$ cat src/rtl/maint_button_conditioner.sv
// Maintenance push-button conditioner: synchronizer, debounce filter, press-edge detect and
// toggle FSM with a minimum dwell before a press may leave maintenance. Fault forces maintenance.
`timescale 1ns / 1ps

module maint_button_conditioner #(
    parameter int unsigned CLOCK_FREQUENCY = 100000000,
    parameter int unsigned DEBOUNCE_MS     = 20,
    parameter int unsigned MIN_MAINT_MS    = 1000
) (
    input  logic clock,
    input  logic reset,
    input  logic btn_raw,
    input  logic fault,
    output logic maint,
    output logic btn_level,
    output logic maint_enter,
    output logic maint_exit
);

    localparam int unsigned DbRaw = CLOCK_FREQUENCY / 1000 * DEBOUNCE_MS;
    localparam int unsigned Db    = (DbRaw == 0) ? 1 : DbRaw;
    localparam int unsigned MdRaw = CLOCK_FREQUENCY / 1000 * MIN_MAINT_MS;
    localparam int unsigned Md    = (MdRaw == 0) ? 1 : MdRaw;
    localparam int unsigned DbW   = $clog2(Db) + 1;
    localparam int unsigned MdW   = $clog2(Md) + 1;

    localparam logic [DbW-1:0] DbLast = DbW'(Db - 1);
    localparam logic [MdW-1:0] MdLast = MdW'(Md - 1);

    typedef enum logic [1:0] {
        StRun   = 2'd0,
        StHold  = 2'd1,
        StMaint = 2'd2
    } state_e;

    logic           s1_q, s1_d;
    logic           s2_q, s2_d;
    logic           level_q, level_d;
    logic           level_dly_q, level_dly_d;
    logic [DbW-1:0] db_cnt_q, db_cnt_d;
    logic           press_q, press_d;
    state_e         state_q, state_d;
    logic [MdW-1:0] dwell_cnt_q, dwell_cnt_d;
    logic           maint_q, maint_d;
    logic           maint_dly_q, maint_dly_d;
    logic           enter_q, enter_d;
    logic           exit_q, exit_d;

    // Synchronizer and press-edge detection.
    always_comb begin
        s1_d        = btn_raw;
        s2_d        = s1_q;
        level_dly_d = level_q;
        press_d     = level_q & ~level_dly_q;
    end

    // Debounce: the counter only runs while the synchronized input disagrees with the accepted
    // level, so any reversion discards the accumulated time.
    always_comb begin
        level_d  = level_q;
        db_cnt_d = '0;
        if (s2_q != level_q) begin
            if (db_cnt_q == DbLast) begin
                level_d  = s2_q;
                db_cnt_d = '0;
            end else begin
                db_cnt_d = db_cnt_q + DbW'(1);
            end
        end
    end

    // Fault overrides any press and restarts the dwell every cycle it is asserted.
    always_comb begin
        state_d     = state_q;
        dwell_cnt_d = dwell_cnt_q;
        if (fault) begin
            state_d     = StHold;
            dwell_cnt_d = '0;
        end else begin
            case (state_q)
                StRun: begin
                    if (press_q) begin
                        state_d     = StHold;
                        dwell_cnt_d = '0;
                    end
                end
                StHold: begin
                    if (dwell_cnt_q == MdLast) begin
                        state_d     = StMaint;
                        dwell_cnt_d = '0;
                    end else begin
                        dwell_cnt_d = dwell_cnt_q + MdW'(1);
                    end
                end
                StMaint: begin
                    if (press_q) begin
                        state_d = StRun;
                    end
                end
                default: begin
                    state_d     = StRun;
                    dwell_cnt_d = '0;
                end
            endcase
        end
    end

    // maint follows the next-state decode so it moves on the same edge as the state.
    always_comb begin
        maint_d     = (state_d != StRun);
        maint_dly_d = maint_q;
        enter_d     = maint_q & ~maint_dly_q;
        exit_d      = ~maint_q & maint_dly_q;
    end

    always_ff @(posedge clock or posedge reset) begin
        if (reset) begin
            s1_q        <= 1'b0;
            s2_q        <= 1'b0;
            level_q     <= 1'b0;
            level_dly_q <= 1'b0;
            db_cnt_q    <= '0;
            press_q     <= 1'b0;
            state_q     <= StRun;
            dwell_cnt_q <= '0;
            maint_q     <= 1'b0;
            maint_dly_q <= 1'b0;
            enter_q     <= 1'b0;
            exit_q      <= 1'b0;
        end else begin
            s1_q        <= s1_d;
            s2_q        <= s2_d;
            level_q     <= level_d;
            level_dly_q <= level_dly_d;
            db_cnt_q    <= db_cnt_d;
            press_q     <= press_d;
            state_q     <= state_d;
            dwell_cnt_q <= dwell_cnt_d;
            maint_q     <= maint_d;
            maint_dly_q <= maint_dly_d;
            enter_q     <= enter_d;
            exit_q      <= exit_d;
        end
    end

    assign maint       = maint_q;
    assign btn_level   = level_q;
    assign maint_enter = enter_q;
    assign maint_exit  = exit_q;

endmodule

$ cat config.mk
export PLATFORM = sky130hd
export DESIGN_NAME = maint_button_conditioner
export DESIGN_NICKNAME = d
export VERILOG_FILES = /design/src/rtl/maint_button_conditioner.sv
export SDC_FILE = /design/constraint.sdc
export NUM_CORES = 1
export LEC_CHECK = 0
export CORE_ASPECT_RATIO = 1.1
export CORE_MARGIN = 2
export CORE_UTILIZATION = 39
export DETAILED_ROUTE_END_ITERATION = 7
export SKIP_CTS_REPAIR_TIMING = 1
export SKIP_LAST_GASP = 1
export SYNTH_ARGS = -nofsm -noshare
export SYNTH_HDL_FRONTEND = slang
export SYNTH_SLANG_ARGS = --single-unit
$ cat constraint.sdc
create_clock -name clock -period 5 [get_ports clock]
set_input_delay 0.75 -clock clock [delete_from_list [all_inputs] [get_ports clock]]
set_output_delay 0.75 -clock clock [all_outputs]
set_load 0.02 [all_outputs]
==> flow_summary_export.csv, run 1 <==
group,metric,value,unit
synth,seq_area_frac_synth,50.04,%
grt,grt_first_pass_wirelength,10740,microns
floorplanning,ios,8,
synth,synth_nets,327,
routing,vias,2335,
power_and_ir_drop,powerDensity,293.3,nW/um^2
placement,portBuffers,7,
sta,finClkSkew,0.006256,ns
floorplanning,die_h,96.76,microns
sta,rsz0062_at_grt,"false",
synth,yosys.cell_count.top_type,"dfrtp_1",
placement,dp_hpwl,3960,microns
worst_setup_path,end_kind,"flop",
sta,fin_crit_sh,53.78,%
sta,hold_violations,0,
sta,setup_ws,2.311,ns
power_and_ir_drop,seq_power_share,51.4,%
sta,max_slew_margin,35.50,%
synth,synth_common_cells,"dfrtp_1 (61), nor2_1 (32), nand2_1 (28)",
floorplanning,design.core.area,7515,sq um
hold_path,hold_depth,0,
worst_setup_path,required,5.22,ns
routing,wl_per_cell,14.03,microns
final_layout,layout-drive-gt1-share,8.735,%
worst_setup_path,arrival,2.91,ns
routing,ant_nets,0,
grt,grt_usage,15.78,%
worst_setup_path,critPathMaxFanout,8,
synth,yosysWarnings,0,
clock_tree,clock_sinks,61,
power_and_ir_drop,ir_worst_vdd,157.2,uV
power_and_ir_drop,clkPwrFrac,44.6,%
routing,wl,6129,microns
worst_setup_path,r2r_setup_slack,2.31,ns
grt,first_global_vias,2242,
floorplanning,dieArea,8546,sq um
clock_tree,path_clk_slew,0.07,ns
sta,whs,0.3508,ns
worst_setup_path,reg2reg_depth,6,
worst_setup_path,critPathKind,"reg -> reg",
clock_tree,cts_tree,"yes",
sta,slew_viol_final,0,
placement,place_congestion,0.7802,
power_and_ir_drop,pwr-share-comb,4.1,%
synth,synth_edf_count,0,
run,cap_violations,0,
synth,synth_top_cell_by_area,"dfrtp_1",
floorplanning,dieWidth,88.33,microns
routing,initialDrtViolationCount,146,
sta,setup_violations,0,
grt,grt_max_degree,62,
routing,drc,0,
sta,worst_pin_slew,0.9593,ns
clock_tree,htree_levels,3,
clock_tree,worstSkewPairLatency,0.33,ns
synth,yosysTopAreaCellShare,50.04,%
run_status,status,"finished clean",
routing,vias_per_cell,5.343,
clock_tree,ctsRootBufferMaster,"clkbuf_8",
hold_path,holdCritPathClass,"reg -> reg",
synth,async_flop_share,100.0,%
power_and_ir_drop,switchingPower,232.1,uW
floorplanning,rows,33,
final_layout,fin_nets,334,
synth,syn_avg_cell_area,9.503,sq um
routing,first_pass_iters,4,
sta,min_period,2.689,ns
sta,fmax,0.3719,GHz
grt,grt-ovfl-total,0,
power_and_ir_drop,switching_share,23.23,%
placement,pre_cts_ws,1.991,ns
power_and_ir_drop,p_leak,1.397,nW
clock_tree,cts_buffers,9,
floorplanning,initial_core_util,40.59,%
grt,antenna_found_initial,0,
final_layout,area_growth,11.69,%
synth,ys_ff_latch,61,
final_layout,n_antenna_cell,0,
synth,synth_cells,321,
synth,syn_area,3050,sq um
synth,netlist-cell-type-count,45,
sta,tns,0,ns
power_and_ir_drop,power.internal,767.1,uW
worst_setup_path,start_kind,"flop",
synth,synth_ff_type,"dfrtp_1",
clock_tree,cts.path.max_buffers,2,
synth,synth_area_leaders,"dfrtp_1 (50%), xor2_1 (4.9%), nor2_1 (3.9%), nand3_1 (3.8%), a31oi_1 (3.5%)",
-- final timing paths --
check	from	end
min in group asynchronous	reset	maint
max in group asynchronous	reset	dwell_cnt_q[19]
worst max register to register	dwell_cnt_q[0]	dwell_cnt_q[13]
worst min-delay path	s1_q	s2_q
worst min register to register	s1_q	s2_q
worst max-delay path	dwell_cnt_q[0]	dwell_cnt_q[13]
-- registers in the layout, indices dropped and copies added (netlist names) --
signal       cells
s2_q             1
maint_enter      1
maint_dly_q      1
dwell_cnt_q     28
state_q          2
s1_q             1
btn_level        1
maint_exit       1
level_dly_q      1
press_q          1
maint            1
db_cnt_q        22
-- kinds of logic after synthesis --
logic type	Yosys count	synth area share, %
and+or+nand+nor	151	26.17
DFF	61	50.04
AOI/OAI and AO/OA	60	12.59
xor gates and xnor gates	23	6.604
buffers and inverters	23	3.404
adders and majority gates	2	0.8202
muxes	1	0.3691
-- cells in the final DEF (no fill, tap or decap), drive strengths merged, types with 5 or more instances in the layout --
| master | instances |
|---|---|
| a21oi | 13 |
| a31oi | 17 |
| and3 | 8 |
| clkbuf | 11 |
| clkdlybuf4s50 | 7 |
| dfrtp | 61 |
| inv | 8 |
| nand2 | 28 |
| nand3 | 26 |
| nand4 | 16 |
| nor2 | 32 |
| nor3 | 8 |
| nor4 | 5 |
| o21ai | 11 |
| or4 | 5 |
| xnor2 | 6 |
| xor2 | 17 |
-- power groups by stage --
stage | registers, mW | clock network (mW) | logic [mW]
global placement | 0.522 | 0 | 0.0412
floorplan | 0.520 | 0 | 0.0306
global route | 0.514 | 0.481 | 0.0479
finish | 0.513 | 0.445 | 0.0405
detailed placement | 0.523 | 0 | 0.0423
CTS | 0.513 | 0.460 | 0.0424
-- final cells by class --
cell class                      count  area, sq um
Fill cell                         761         4108
Timing Repair Buffer               11        100.1
Inverter                            8        30.03
Clock buffer                       11        151.4
Sequential cell                    61         1526
Tap cell                          105        131.4
Multi-Input combinational cell    237         1420
Clock inverter                      4        47.55
-- through the flow --
stage          util [%]  total power [mW]  area (sq um)  cells
5_1_grt           45.34             1.044          3407    437
3_3_place_gp      42.69            0.5631          3208    422
6_report          45.34            0.9992          3407    437
3_5_place_dp      42.69            0.5648          3208    422
4_1_cts           45.34             1.015          3407    437
2_1_floorplan         -            0.5504          3050    321
-- worst max-delay path, stage by stage (launching register included) --
cell and delay, ns:
dfrtp_1 0.41, ha_1 0.26, nand4_1 0.20, or2_2 0.38, o31ai_1 0.81, o21ai_0 0.23, a22o_1 0.27
-- layer usage --
layer / global-route usage (%) / vias to the layer above / part of all wire (%)
met1: 21.43 / 1129 / 48
met3: 2.816 / 4 / 2.8
li1: - / 1172 / -
met4: 6.294 / 0 / 0.96
met2: 24.75 / 30 / 49
met5: 0 / - / 0
Power figures use the tool's default switching activity.
==> run 2, diff against run 1 <==
Clock period 5 ns to 2.5 ns, I/O delays scaled along.
==> run 2 against run 1 <==
Worst setup slack worse by 2.2 ns. Clock skew rose by 0.0065 ns. Power rose by 110%. Sequential cell count did not move. Hold slack gained 0.00073 ns. Register-to-register slack worse by 2.2 ns. Count of clock-buffer cells in the layout increased by 1. Highest routed layer unchanged.
==> flow_summary_export.csv, run 2 (same netlist as run 1, synthesis figures left out) <==
group,metric,value,unit
worst_setup_path,arrival,2.65,ns
grt,grt_first_pass_wirelength,10960,microns
placement,placed_area,3288,sq um
final_layout,utilization,46.75,%
grt,first_global_vias,2354,
routing,ant_nets,0,
final_layout,n_antenna_cell,0,
worst_setup_path,cp_slowest_stage_delay,0.57,ns
final_layout,fin_nets,343,
run,cap_violations,0,
clock_tree,htree_levels,3,
routing,wl,6233,microns
worst_setup_path,critPathKind,"reg -> reg",
final_layout,fin_area,3513,sq um
routing,vias,2385,
grt,grt_max_degree,62,
sta,tns,0,ns
floorplanning,design.core.area,7515,sq um
sta,hold_violations,0,
final_layout,regMostFlops,"dwell_cnt_q",
power_and_ir_drop,ir_worst_vdd,304.3,uV
power_and_ir_drop,powerDensity,604.4,nW/um^2
worst_setup_path,slowest_stage,"or4_4",
worst_setup_path,crit_path_cell_trace,"nand3_4, or4_1, or4_4, or4_1, nand3_1",
worst_setup_path,end_kind,"flop",
sta,worst_pin_slew,0.6569,ns
floorplanning,die_h,96.76,microns
floorplanning,dieArea,8546,sq um
sta,rsz0062_at_grt,"false",
sta,slew_viol_final,0,
sta,setup_ws,0.1226,ns
worst_setup_path,critPathMaxFanout,7,
floorplanning,initial_core_util,40.59,%
power_and_ir_drop,power,2.123,mW
clock_tree,worstSkewPairLatency,0.34,ns
worst_setup_path,crit_buf_inv,0,
placement,dp_hpwl,4076,microns
routing,vias_per_cell,5.336,
worst_setup_path,crit_top_cell,"or4_1",
clock_tree,clock_sinks,61,
worst_setup_path,start_kind,"flop",
sta,whs,0.3515,ns
sta,fmax,0.4206,GHz
run_status,status,"finished clean",
routing,first_pass_iters,4,
sta,min_period,2.377,ns
final_layout,largest_reg_flops,28,
sta,setup_violations,0,
clock_tree,ctsRootBufferMaster,"clkbuf_8",
clock_tree,cts_buffers,9,
final_layout,most-common-layout-cells,"dfrtp_1 (61), nor2_1 (32), nand2_1 (28)",
sta,finClkSkew,0.01277,ns
grt,grt-ovfl-total,0,
final_layout,area_growth,15.18,%
placement,dp.cells,431,
final_layout,instances_no_fill,447,
routing,wl_per_cell,13.94,microns
final_layout,top_regs,"dwell_cnt_q x28, db_cnt_q x22, state_q x2",
routing,initialDrtViolationCount,183,
floorplanning,dieWidth,88.33,microns
clock_tree,cts_tree,"yes",
clock_tree,cts.path.max_buffers,2,
sta,fin_crit_sh,95.09,%
worst_setup_path,crit_family,"simple AND/OR/NAND/NOR gates",
final_layout,layout-drive-gt1-share,11.11,%
floorplanning,rows,33,
final_layout,fillers,703,
sta,max_slew_margin,55.87,%
power_and_ir_drop,p_leak,1.462,nW
placement,portBuffers,7,
hold_path,holdCritPathClass,"reg -> reg",
clock_tree,path_clk_slew,0.08,ns
final_layout,layout_commonest_cell,"dfrtp_1",
routing,drc,0,
worst_setup_path,required,2.77,ns
placement,pre_cts_ws,0.1488,ns
placement,place_congestion,0.8042,
floorplanning,ios,8,
grt,grt_usage,16.15,%
grt,antenna_found_initial,0,
run 2: cell count changes in the layout (fill, tap and decap cells not counted):
cell	previous run	this run
clkbuf_1	0	1
bufinv_16	1	2
buf_12	0	1
buf_4	4	12
clkinvlp_4	1	0
run 2: per-layer routing:
layer,vias up,track usage [%],share of wire [%]
li1,1193,-,-
met1,1155,21.18,47
met2,29,25.33,49
met3,8,4.266,2.9
met4,0,6.177,1.3
met5,-,0,0
run 2: worst register-to-register path, stage by stage (launching register included):
cell and delay, ns:
dfrtp_1 0.48, nand3_4 0.13, or4_1 0.56, or4_4 0.57, or4_1 0.47, nand3_1 0.09
run 2: path summary, 6_finish.rpt:
check / start / to / slack (ns) / depth (start not counted)
max in group asynchronous: reset / dwell_cnt_q[22] / 1.80 / 3
worst max register to register: dwell_cnt_q[2] / dwell_cnt_q[27] / 0.12 / 5
worst min-delay path: s1_q / s2_q / 0.35 / 0
worst min register to register: s1_q / s2_q / 0.35 / 0
worst max-delay path: dwell_cnt_q[2] / dwell_cnt_q[27] / 0.12 / 5
min in group asynchronous: reset / dwell_cnt_q[5] / 0.41 / 3
run 2: cell type report:
type | count | area, sq um | area share (%)
Multi-Input combinational cell | 237 | 1420 | 40.42
Inverter | 8 | 30.03 | 0.8547
Clock inverter | 4 | 70.07 | 1.994
Timing Repair Buffer | 20 | 180.2 | 5.128
Clock buffer | 12 | 155.1 | 4.416
Tap cell | 105 | 131.4 | 3.739
Sequential cell | 61 | 1526 | 43.45
run 2: power breakdown:
part	total, mW	leakage, nW	internal, mW	switching, mW
Clock	1.01	0.116	0.613	0.397
Combinational	0.0876	0.519	0.0307	0.0569
Sequential	1.02	0.826	1.00	0.0232
Total	2.12	1.46	1.65	0.478
==> run 3, diff against run 2 <==
Settings changed: CELL_PAD_IN_SITES_DETAIL_PLACEMENT from default to 1, CELL_PAD_IN_SITES_GLOBAL_PLACEMENT from default to 1, PLACE_DENSITY_LB_ADDON from default to 0.1.
==> run 3 against run 2 <==
Fmax shrank 0.88%. Non-clock buffer count up 5. Largest cell class unchanged. Critical endpoint unchanged. Clock power decreased by 23%. Die area unchanged.
==> flow_summary_export.csv, run 3 (same netlist as run 1, synthesis figures left out) <==
group,metric,value,unit
floorplanning,dieWidth,88.33,microns
routing,ant_nets,0,
placement,dp_hpwl,4998,microns
routing,initialDrtViolationCount,81,
power_and_ir_drop,clkPwrFrac,40.7,%
worst_setup_path,crit_path_cell_trace,"nand3_2, or4_1, or4_4, or4_1, nand3_1",
power_and_ir_drop,power,1.907,mW
floorplanning,rows,33,
power_and_ir_drop,switching_share,24.27,%
grt,grt-ovfl-total,0,
routing,vias,2486,
power_and_ir_drop,p_leak,1.458,nW
clock_tree,ctsRootBufferMaster,"clkbuf_8",
worst_setup_path,arrival,2.67,ns
final_layout,top_regs,"dwell_cnt_q x28, db_cnt_q x22, state_q x2",
final_layout,multi_input_area,1420,sq um
floorplanning,initial_core_util,40.59,%
final_layout,layout_commonest_cell,"dfrtp_1",
worst_setup_path,cp_slowest_stage_delay,0.59,ns
grt,grt_usage,19.11,%
sta,finClkSkew,0.006483,ns
clock_tree,clock_sinks,61,
clock_tree,htree_levels,3,
final_layout,fin_nets,348,
sta,setup_violations,0,
sta,min_period,2.398,ns
final_layout,largest_reg_flops,28,
routing,first_pass_iters,4,
sta,max_slew_margin,65.54,%
floorplanning,die_h,96.76,microns
final_layout,fin_area,3491,sq um
power_and_ir_drop,seq_power_share,53.4,%
clock_tree,worstSkewPairLatency,0.34,ns
clock_tree,cts_tree,"yes",
final_layout,fillers,886,
final_layout,most-common-layout-cells,"dfrtp_1 (61), nor2_1 (32), nand2_1 (28)",
grt,antenna_found_initial,0,
sta,worst_pin_slew,0.5121,ns
worst_setup_path,crit_family,"simple AND/OR/NAND/NOR gates",
sta,setup_ws,0.1016,ns
power_and_ir_drop,switchingPower,462.9,uW
final_layout,utilization,46.45,%
worst_setup_path,slowest_stage,"or4_4",
sta,fmax,0.4170,GHz
sta,slew_viol_final,0,
sta,tns,0,ns
grt,first_global_vias,2642,
final_layout,layout-drive-gt1-share,11.88,%
routing,wl,7268,microns
power_and_ir_drop,ir_worst_vdd,212.2,uV
sta,hold_violations,0,
placement,place_congestion,0.7417,
final_layout,seq_area,1526,sq um
sta,fin_crit_sh,95.93,%
worst_setup_path,required,2.77,ns
routing,drc,0,
run,cap_violations,0,
placement,placed_area,3326,sq um
power_and_ir_drop,power.internal,1.444,mW
sta,rsz0062_at_grt,"false",
worst_setup_path,critPathKind,"reg -> reg",
clock_tree,path_clk_slew,0.07,ns
grt,grt_first_pass_wirelength,12900,microns
clock_tree,cts_buffers,9,
clock_tree,cts.path.max_buffers,2,
hold_path,holdCritPathClass,"reg -> reg",
final_layout,regMostFlops,"dwell_cnt_q",
worst_setup_path,end_kind,"flop",
worst_setup_path,start_kind,"flop",
floorplanning,ios,8,
final_layout,instances_no_fill,450,
routing,vias_per_cell,5.524,
grt,grt_max_degree,38,
power_and_ir_drop,pwr-share-comb,5.9,%
placement,portBuffers,7,
worst_setup_path,critPathMaxFanout,6,
worst_setup_path,crit_buf_inv,0,
placement,dp.cells,436,
floorplanning,design.core.area,7515,sq um
placement,pre_cts_ws,0.1356,ns
run_status,status,"finished clean",
floorplanning,dieArea,8546,sq um
worst_setup_path,crit_top_cell,"or4_1",
routing,wl_per_cell,16.15,microns
final_layout,area_growth,14.44,%
sta,whs,0.4031,ns
power_and_ir_drop,powerDensity,546.3,nW/um^2
final_layout,n_antenna_cell,0,
==> run 3: cell count changes in the layout (fill, tap and decap cells not counted) <==
cell       previous run  this run
bufinv_16             2         0
buf_4                12        17
==> run 3: worst register-to-register path, cell delays in order (launching register included) <==
cell and delay, ns:
dfrtp_1 0.43, nand3_2 0.15, or4_1 0.58, or4_4 0.59, or4_1 0.49, nand3_1 0.10
==> run 3: worst paths after layout <==
path | from | endpoint | slack [ns] | cells after the start
worst max-delay path | dwell_cnt_q[5] | dwell_cnt_q[27] | 0.10 | 5
worst min-delay path | s1_q | s2_q | 0.40 | 0
worst max register to register | dwell_cnt_q[5] | dwell_cnt_q[27] | 0.10 | 5
worst min register to register | s1_q | s2_q | 0.40 | 0
max in group asynchronous | reset | db_cnt_q[3] | 1.68 | 3
min in group asynchronous | reset | dwell_cnt_q[5] | 0.43 | 3
==> run 3: routing by layer <==
layer / GRT usage, % / part of all wire (%) / wire, microns
met5: 0 / 0 / 0
met2: 29.27 / 47 / 3440
met1: 26.49 / 49 / 3561
met3: 4.863 / 2.5 / 185
met4: 5.828 / 1.1 / 80
==> run 3: layout make-up <==
type                            instances  area share (%)
Multi-Input combinational cell        237           40.68
Tap cell                              105           3.763
Inverter                                8          0.8602
Clock inverter                          2          0.2867
Clock buffer                           12           4.444
Sequential cell                        61           43.73
Timing Repair Buffer                   25           6.237
==> run 3: power by group through the flow <==
stage	combinational (mW)	sequential, mW	clock (mW)
after detailed placement	0.114	1.04	0
after global placement	0.111	1.04	0
after global routing	0.128	1.02	0.846
after floorplan	0.0612	1.04	0
after CTS	0.115	1.02	0.797
final	0.112	1.02	0.776
